--- src/rtl/kernel_seq.sv ---
// kernel_seq: steps through N_PIX pixel acquisitions and keeps one ADC sample per pixel.
// Optional per-pixel timeout watchdog is built only when KSEQ_TIMEOUT_EN is defined.
module kernel_seq #(
  parameter int N_PIX = 9,
  parameter int DW    = 10
) (
  input  logic             clk,
  input  logic             reset,
  input  logic             kernel_start_i,
  input  logic             pxl_done_i,
  input  logic             adc_valid_i,
  input  logic [DW-1:0]    adc_data_i,
  input  logic [9:0]       tmo_max_i,
  input  logic [3:0]       rd_addr_i,
  output logic             pxl_start_o,
  output logic [3:0]       pxl_sel_o,
  output logic             busy_o,
  output logic             kernel_done_o,
  output logic [N_PIX-1:0] miss_mask_o,
  output logic             err_o,
  output logic [DW-1:0]    rd_data_o
);
  typedef enum logic [2:0] {S_IDLE, S_START, S_WAIT, S_DONE, S_ERR} state_t;
  localparam logic [3:0] LAST_SEL = 4'(N_PIX - 1);

  state_t           state_q, state_d;
  logic [3:0]       sel_q, sel_d;
  logic             sampled_q, sampled_d;
  logic [N_PIX-1:0] miss_q;
  logic [DW-1:0]    entry_rd [N_PIX];
  logic [DW-1:0]    rd_data_q, rd_data_d;
  logic             accept_start, in_wait, wr_en, miss_set, tmo_hit;
  logic [DW-1:0]    wr_data;

  assign accept_start = (state_q == S_IDLE) && kernel_start_i;
  assign in_wait      = (state_q == S_WAIT);

`ifdef KSEQ_TIMEOUT_EN
  logic [9:0] tmo_cnt_q, tmo_cnt_d;
  logic       err_q, err_d;

  // The count of completed WAIT cycles reaches tmo_max_i on this edge; a done pulse wins.
  assign tmo_hit = in_wait && !pxl_done_i && (tmo_max_i != 10'd0) &&
                   ((tmo_cnt_q + 10'd1) == tmo_max_i);

  always_comb begin
    tmo_cnt_d = in_wait ? tmo_cnt_q + 10'd1 : 10'd0;
    err_d     = err_q;
    if (accept_start) err_d = 1'b0;
    else if (tmo_hit) err_d = 1'b1;
  end

  always_ff @(posedge clk or posedge reset) begin
    if (reset) begin
      tmo_cnt_q <= 10'd0;
      err_q     <= 1'b0;
    end else begin
      tmo_cnt_q <= tmo_cnt_d;
      err_q     <= err_d;
    end
  end

  assign err_o = err_q;
`else
  logic unused_tmo;
  assign unused_tmo = ^tmo_max_i;
  assign tmo_hit    = 1'b0;
  assign err_o      = 1'b0;
`endif

  always_ff @(posedge clk or posedge reset) begin
    if (reset) state_q <= S_IDLE;
    else       state_q <= state_d;
  end

  always_comb begin
    state_d = state_q;
    case (state_q)
      S_IDLE:  if (kernel_start_i) state_d = S_START;
      S_START: state_d = S_WAIT;
      S_WAIT: begin
        if (pxl_done_i)   state_d = (sel_q == LAST_SEL) ? S_DONE : S_START;
        else if (tmo_hit) state_d = S_ERR;
      end
      S_DONE:  state_d = S_IDLE;
      S_ERR:   state_d = S_IDLE;
      default: state_d = S_IDLE;
    endcase
  end

  always_comb begin
    pxl_start_o   = (state_q == S_START);
    busy_o        = (state_q != S_IDLE);
    kernel_done_o = (state_q == S_DONE);
  end

  // Only the first sample of a pixel is stored; a done with no sample stores 0 and flags a miss.
  always_comb begin
    sel_d     = sel_q;
    sampled_d = sampled_q;
    wr_en     = 1'b0;
    wr_data   = adc_data_i;
    miss_set  = 1'b0;
    if (accept_start)       sel_d     = 4'd0;
    if (state_q == S_START) sampled_d = 1'b0;
    if (in_wait) begin
      if (adc_valid_i && !sampled_q) begin
        wr_en     = 1'b1;
        sampled_d = 1'b1;
      end else if (pxl_done_i && !sampled_q) begin
        wr_en    = 1'b1;
        wr_data  = '0;
        miss_set = 1'b1;
      end
      if (tmo_hit) miss_set = 1'b1;
      if (pxl_done_i && (sel_q != LAST_SEL)) sel_d = sel_q + 4'd1;
    end
  end

  always_ff @(posedge clk or posedge reset) begin
    if (reset) begin
      sel_q     <= 4'd0;
      sampled_q <= 1'b0;
      rd_data_q <= '0;
    end else begin
      sel_q     <= sel_d;
      sampled_q <= sampled_d;
      rd_data_q <= rd_data_d;
    end
  end

  genvar gi;
  generate
    for (gi = 0; gi < N_PIX; gi++) begin : g_entry
      logic [DW-1:0] entry_q;
      logic          miss_bit_q;
      logic          hit;

      assign hit = (sel_q == 4'(gi));

      always_ff @(posedge clk or posedge reset) begin
        if (reset) begin
          entry_q    <= '0;
          miss_bit_q <= 1'b0;
        end else begin
          if (wr_en && hit) entry_q <= wr_data;
          if (accept_start)         miss_bit_q <= 1'b0;
          else if (miss_set && hit) miss_bit_q <= 1'b1;
        end
      end

      assign entry_rd[gi] = entry_q;
      assign miss_q[gi]   = miss_bit_q;
    end
  endgenerate

  // Addresses past the last pixel read back as zero.
  always_comb begin
    rd_data_d = '0;
    for (int i = 0; i < N_PIX; i++) begin
      if (rd_addr_i == 4'(i)) rd_data_d = entry_rd[i];
    end
  end

  assign pxl_sel_o   = sel_q;
  assign miss_mask_o = miss_q;
  assign rd_data_o   = rd_data_q;
endmodule
--- config.mk ---
export PLATFORM = sky130hd
export DESIGN_NAME = kernel_seq
export DESIGN_NICKNAME = d
export VERILOG_FILES = /design/src/rtl/kernel_seq.sv
export SDC_FILE = /design/constraint.sdc
export NUM_CORES = 1
export LEC_CHECK = 0
export CAP_MARGIN = 20
export CORE_ASPECT_RATIO = 0.7
export CORE_MARGIN = 2
export CORE_UTILIZATION = 50
export CTS_BUF_LIST = sky130_fd_sc_hd__clkbuf_16
export CTS_CLUSTER_SIZE = 10
export DETAILED_ROUTE_END_ITERATION = 12
export PLACE_DENSITY = 0.72
export SLEW_MARGIN = 20
export SYNTH_ARGS = -nofsm -noshare
export SYNTH_HDL_FRONTEND = slang
export SYNTH_SLANG_ARGS = --single-unit
--- constraint.sdc ---
create_clock -name clk -period 5.3 [get_ports clk]
set_clock_uncertainty 0.1 [all_clocks]
set_input_delay 0.795 -clock clk [delete_from_list [all_inputs] [get_ports clk]]
set_output_delay 0.795 -clock clk [all_outputs]
set_load 0.02 [all_outputs]
==> flow_summary_export.csv, run 1 <==
group,metric,value,unit
status,outcome,"complete, no violations",
timing,setup_viol_count_final,0,
critical_path,worstPathArrival,3.13,ns
power,swShare,0.282,
synthesis,synth-edff-count,0,
flow_run,cap_violations,0,
hold_path,hold_path_class,"reg2reg",
critical_path,cp_max_fo,20,
critical_path,worst-path-buf-inv,1,
floorplan,dieHeight,90.8,um
floorplan,row_count,31,
power,powerDensity,460,nW/um^2
critical_path,critical_path_class,"in2reg",
clocking,h-tree-depth,4,
clocking,post_cts_resized,0,
power,internal_power,0.00212,W
synthesis,synth_area,5390,um^2
global_routing,grt_overflow,0,
timing,hold_viol,0,
global_routing,grt_pass1_vias,3744,
detailed_routing,routed_wl,12.3,mm
timing,slew-limit-headroom,0.363,
critical_path,max_stage_delay,0.99,ns
layout,final_common_cell,"dfrtp_1",
timing,fin_crit_sh,0.557,
floorplan,initial_core_util,0.516,
layout,final_cell_mix,"dfrtp_1, nand2_1, o21ai_0, clkdlybuf4s50_1, o21ai_2",
timing,fmax,0.339,GHz
clocking,clock_sinks,116,
timing,fin_tns_setup,0,ns
power,pwr-share-comb,0.199,
detailed_routing,via_count,4011,
floorplan,ioPinCount,56,
layout,antenna_cells,0,
clocking,cts_tree,"yes",
layout,syn2layout_area_growth,19.2,%
critical_path,critPathLaunchType,"input port",
synthesis,synth_flop_cell,"dfrtp_1",
critical_path,worstPathRequired,5.48,ns
global_routing,grt_pass1_wl,20.0,mm
layout,nets,579,
layout,drive_above_1_share,0.152,
clocking,clk_latency,0.41,ns
floorplan,core,10400,um^2
placement,dp.final_hpwl,8.05,mm
synthesis,synthTopCellsByArea,"dfrtp_1, nand2_1, o21ai_0, o21ai_2, mux2i_1",
clocking,clock_path_buffers,2,
floorplan,dieArea,11600,um^2
power,clkPwrFrac,0.407,
floorplan,die_w,128,um
critical_path,path_delay_family,"buffers and inverters",
layout,fin_util,0.615,
synthesis,netlist_instances,523,
synthesis,synthDominantCellAreaShare,0.539,
detailed_routing,dr.first_iter.drc_count,380,
placement,port_buffers,44,
synthesis,avgSynthCellArea,10.3,um^2
detailed_routing,drt-vias-per-instance,5.80,
clocking,clkTransAtPathRegs,0.05,ns
critical_path,slowest_stage,"clkdlybuf4s50_1",
clocking,clockRootBuffer,"clkbuf_16",
timing,drv_slew,0,
critical_path,worst_setup_path_end_kind,"flip-flop",
placement,globalplace.congestion,0.819,
detailed_routing,ant_nets,0,
critical_path,cp_cell_sequence,"clkdlybuf4s50_1 -> nor2b_1 -> a22o_1 -> nor4_1 -> a221o_1",
power,leakagePower,2.91,nW
synthesis,yosys.area.top_type,"dfrtp_1",
synthesis,synth_seq_cells,116,
timing,period_needed,2.95,ns
power,seqPwrFrac,0.394,
power,switchingPower,0.000833,W
global_routing,grt_max_degree,85,
clocking,cts_hold_buffers,0,
detailed_routing,drc,0,
synthesis,ys_seq_area_frac,0.539,
synthesis,synth-async-reset-ratio,1.00,
timing,worstMarginPinSlew,0.956,ns
clocking,postCtsSetupBuffers,0,
global_routing,grt_util_all_layers,0.227,
global_routing,antenna_found_initial,0,
synthesis,ys_types,48,
detailed_routing,dr.pass1.iters,5,
clocking,numCtsBuffers,17,
synthesis,synth_fp_nets,556,
detailed_routing,wl_per_cell,17.7,um
power,ir_worst_vdd,0.000281,V
synthesis,yosysWarnings,0,
timing,rsz0062_at_grt,"no",
-- flip-flops by register name, indices dropped and copies added (netlist names) --
| register | cells |
|---|---|
| pxl_sel_o | 4 |
| state_q | 2 |
| rd_data_o | 10 |
| sampled_q | 1 |
| g_entry.entry_q | 90 |
| g_entry.miss_bit_q | 9 |
-- path summary, 6_finish.rpt --
check	from	endpoint	slack, ns	cells past startpoint
max reg2reg	state_q[0]$_DFFE_PP0P_	g_entry[3].entry_q[5]$_DFFE_PP0P_	2.79	4
min in group asynchronous	reset	sampled_q$_DFF_PP0_	0.81	2
min	g_entry[1].entry_q[6]$_DFFE_PP0P_	g_entry[1].entry_q[6]$_DFFE_PP0P_	0.37	2
max in group asynchronous	reset	g_entry[5].entry_q[9]$_DFFE_PP0P_	3.37	3
max	rd_addr_i[1]	rd_data_o[1]$_DFF_PP0_	2.35	5
min reg2reg	g_entry[1].entry_q[6]$_DFFE_PP0P_	g_entry[1].entry_q[6]$_DFFE_PP0P_	0.37	2
-- power by group through the flow --
stage | clock network, W | logic (W) | registers, W
2_1_floorplan | 0 | 0.000407 | 0.00117
3_3_place_gp | 0 | 0.000558 | 0.00116
3_5_place_dp | 0 | 0.000579 | 0.00118
4_1_cts | 0.00122 | 0.000585 | 0.00116
5_1_grt | 0.00126 | 0.000648 | 0.00119
6_report | 0.00120 | 0.000587 | 0.00116
-- per-layer routing --
layer  track usage  up-vias  wire length [um]
li1              -     1872                 -
met1         0.342     1982              5980
met2         0.322      141              5330
met3        0.0557       16               790
met4        0.0723        0               157
met5             0        -                 0
-- stage by stage --
step / cell area [um^2] / power [W] / setup WS (ns) / hold WS [ns] / std cells
2_1_floorplan: 5390 / 0.00157 / 1.33 / 0.339 / 523
3_3_place_gp: 5770 / 0.00172 / 2.01 / 0.351 / 657
3_5_place_dp: 5770 / 0.00175 / 2.03 / 0.359 / 657
4_1_cts: 6390 / 0.00296 / 2.42 / 0.371 / 689
5_1_grt: 6420 / 0.00309 / 2.27 / 0.395 / 691
6_report: 6420 / 0.00295 / 2.35 / 0.371 / 691
-- cell type report --
cell class | instances | area, um^2
inverter | 17 | 68.8
clock buffer | 17 | 425
fill | 806 | 4010
tap | 132 | 165
timing repair buffer | 47 | 469
sequential | 116 | 2900
multi-input combinational | 347 | 2190
clock inverter | 15 | 196
-- cells in the mapped netlist, drive strengths merged, types with 2 or more instances --
cell type	instances
mux2	7
mux2i	14
buf	18
nand3	12
o21ai	96
nor4	3
inv	17
a22o	6
a222oi	3
o31ai	3
mux4	2
dfrtp	116
a22oi	6
a2111oi	3
nand4	9
clkbuf	25
o32ai	2
nand3b	2
ha	4
nor3b	2
nand2	103
and3	2
and2	6
nor2b	9
o2bb2ai	2
a31oi	5
nor2	18
a221o	6
a21oi	11
-- cell families after synthesis --
logic type               after synthesis  synth area share
flip-flops                           116             0.539
buffers and inverters                 60            0.0537
adder cells (fa/ha/maj)                4           0.00929
multiplexers                          23            0.0490
AO/OA/AOI/OAI                        146             0.180
other                                  1          0.000696
AND/OR/NAND/NOR                      173             0.168
-- tightest hold or removal path, stage by stage, from the launching register on --
cell     delay, ns
dfrtp_1       0.33
nand2_1       0.06
o21ai_2       0.05
(Power assumes the default switching activity.)
==> run 2, diff against run 1 <==
clock period = 3.1 ns   (was 5.3 ns; I/O delays follow)
==> flow_summary_export.csv, run 2 (synthesized netlist as in run 1, its figures left out) <==
group,metric,value,unit
clocking,numCtsBuffers,17,
timing,worstMarginPinSlew,0.936,ns
critical_path,critPathLaunchType,"flip-flop",
flow_run,cap_violations,0,
critical_path,worstPathRequired,3.26,ns
floorplan,core,10400,um^2
critical_path,r2r_setup_slack,0.76,ns
timing,hold_viol,0,
clocking,cts_hold_buffers,0,
power,seqPwrFrac,0.406,
detailed_routing,routed_wl,11.8,mm
global_routing,grt_overflow,0,
detailed_routing,dr.pass1.iters,5,
clocking,h-tree-depth,4,
layout,largest_register,"g_entry.entry_q",
critical_path,worst-path-buf-inv,0,
power,internal_power,0.00347,W
global_routing,grt_util_all_layers,0.224,
critical_path,path_delay_family,"simple AND/OR/NAND/NOR gates",
detailed_routing,ant_nets,0,
timing,setup_viol_count_final,0,
layout,largest_reg_flops,90,
clocking,clkTransAtPathRegs,0.05,ns
timing,slew-limit-headroom,0.376,
clocking,clock_sinks,116,
floorplan,die_w,128,um
critical_path,critical_path_class,"reg2reg",
clocking,cts_tree,"yes",
timing,rsz0062_at_grt,"no",
layout,nets,590,
clocking,postCtsSetupBuffers,0,
power,ir_worst_vdd,0.000464,V
global_routing,grt_pass1_wl,20.0,mm
layout,drive_above_1_share,0.170,
global_routing,grt_max_degree,117,
detailed_routing,dr.first_iter.drc_count,306,
placement,globalplace.congestion,0.810,
floorplan,row_count,31,
layout,fin_util,0.619,
floorplan,initial_core_util,0.516,
global_routing,antenna_found_initial,0,
timing,fin_crit_sh,0.754,
timing,period_needed,2.34,ns
power,clkPwrFrac,0.387,
status,outcome,"complete, no violations",
detailed_routing,via_count,3919,
power,p_total,0.00488,W
power,pwr-share-comb,0.207,
critical_path,slowest_stage,"nand4_1",
power,switchingPower,0.00141,W
detailed_routing,drt-vias-per-instance,5.58,
power,leakagePower,2.93,nW
detailed_routing,drc,0,
floorplan,dieArea,11600,um^2
floorplan,ioPinCount,56,
critical_path,worstPathArrival,2.50,ns
clocking,clockRootBuffer,"clkbuf_16",
power,powerDensity,756,nW/um^2
clocking,clk_latency,0.41,ns
critical_path,max_stage_delay,0.74,ns
layout,fillCellCount,803,
timing,fmax,0.428,GHz
hold_path,hold_path_class,"reg2reg",
global_routing,grt_pass1_vias,3845,
layout,final_common_cell,"dfrtp_1",
layout,antenna_cells,0,
clocking,post_cts_resized,0,
critical_path,worst_setup_path_end_kind,"flip-flop",
clocking,clock_path_buffers,2,
placement,dp.final_hpwl,8.07,mm
critical_path,cp_max_fo,20,
critical_path,cp_cell_sequence,"nor3b_2 -> nand4_1 -> nand2_1 -> o21ai_0",
power,swShare,0.288,
timing,fin_tns_setup,0,ns
floorplan,dieHeight,90.8,um
placement,port_buffers,44,
layout,final_cell_mix,"dfrtp_1, nand2_1, o21ai_0, clkdlybuf4s50_1, o21ai_2",
timing,drv_slew,0,
layout,syn2layout_area_growth,19.9,%
timing,whs,0.369,ns
detailed_routing,wl_per_cell,16.8,um
[run 2: cell count changes in the layout (fill, tap and decap cells not counted)]
cell	previous run	this run
buf_12	0	1
buf_6	1	0
bufinv_16	5	3
clkinvlp_4	0	1
buf_4	1	13
clkinv_2	3	6
inv_1	18	17
buf_8	1	0
inv_6	1	0
[run 2: worst paths after layout]
path | from | endpoint | cells past startpoint
setup / recovery | state_q[0]$_DFFE_PP0P_ | g_entry[2].entry_q[3]$_DFFE_PP0P_ | 4
setup reg to reg | state_q[0]$_DFFE_PP0P_ | g_entry[2].entry_q[3]$_DFFE_PP0P_ | 4
hold / removal | g_entry[1].entry_q[6]$_DFFE_PP0P_ | g_entry[1].entry_q[6]$_DFFE_PP0P_ | 2
max in group asynchronous | reset | g_entry[6].entry_q[1]$_DFFE_PP0P_ | 3
min in group asynchronous | reset | g_entry[7].entry_q[5]$_DFFE_PP0P_ | 3
hold reg to reg | g_entry[1].entry_q[6]$_DFFE_PP0P_ | g_entry[1].entry_q[6]$_DFFE_PP0P_ | 2
[run 2: stage by stage]
step / setup WS, ns / area, um^2 / instances
global placement: 0.590 / 5880 / 670
floorplan: 1.12 / 5390 / 523
detailed placement: 0.559 / 5880 / 670
finish: 0.761 / 6450 / 702
CTS: 0.749 / 6450 / 702
global route: 0.454 / 6450 / 702
[run 2: worst reg2reg max path, stage by stage, from the launching register on]
cell,delay (ns)
dfrtp_1,0.45
nor3b_2,0.53
nand4_1,0.74
nand2_1,0.26
o21ai_0,0.11
[run 2: layout make-up]
| cell class | count | area, um^2 | share of cell area |
|---|---|---|---|
| clock inverters | 15 | 148 | 0.0229 |
| inverters | 17 | 67.6 | 0.0105 |
| clock buffers | 17 | 425 | 0.0659 |
| flip-flops and latches | 116 | 2900 | 0.450 |
| well taps | 132 | 165 | 0.0256 |
| multi-input cells | 347 | 2190 | 0.340 |
| repair buffers | 58 | 553 | 0.0857 |
[run 2: layer usage]
metal	GRT usage	vias up	wire length, um	part of all wire
met2	0.302	102	4990	0.42
met3	0.0551	18	630	0.053
met1	0.345	1901	6040	0.51
met5	0	-	0	0
met4	0.0824	0	138	0.012
li1	-	1898	-	-
[run 2: power groups by stage]
| stage | Clock [W] | Sequential [W] | Combinational (W) |
|---|---|---|---|
| global route | 0.00199 | 0.00203 | 0.00113 |
| detailed placement | 0 | 0.00201 | 0.00101 |
| floorplan | 0 | 0.00199 | 0.000697 |
| global placement | 0 | 0.00199 | 0.000980 |
| CTS | 0.00191 | 0.00198 | 0.00101 |
| finish | 0.00189 | 0.00198 | 0.00101 |
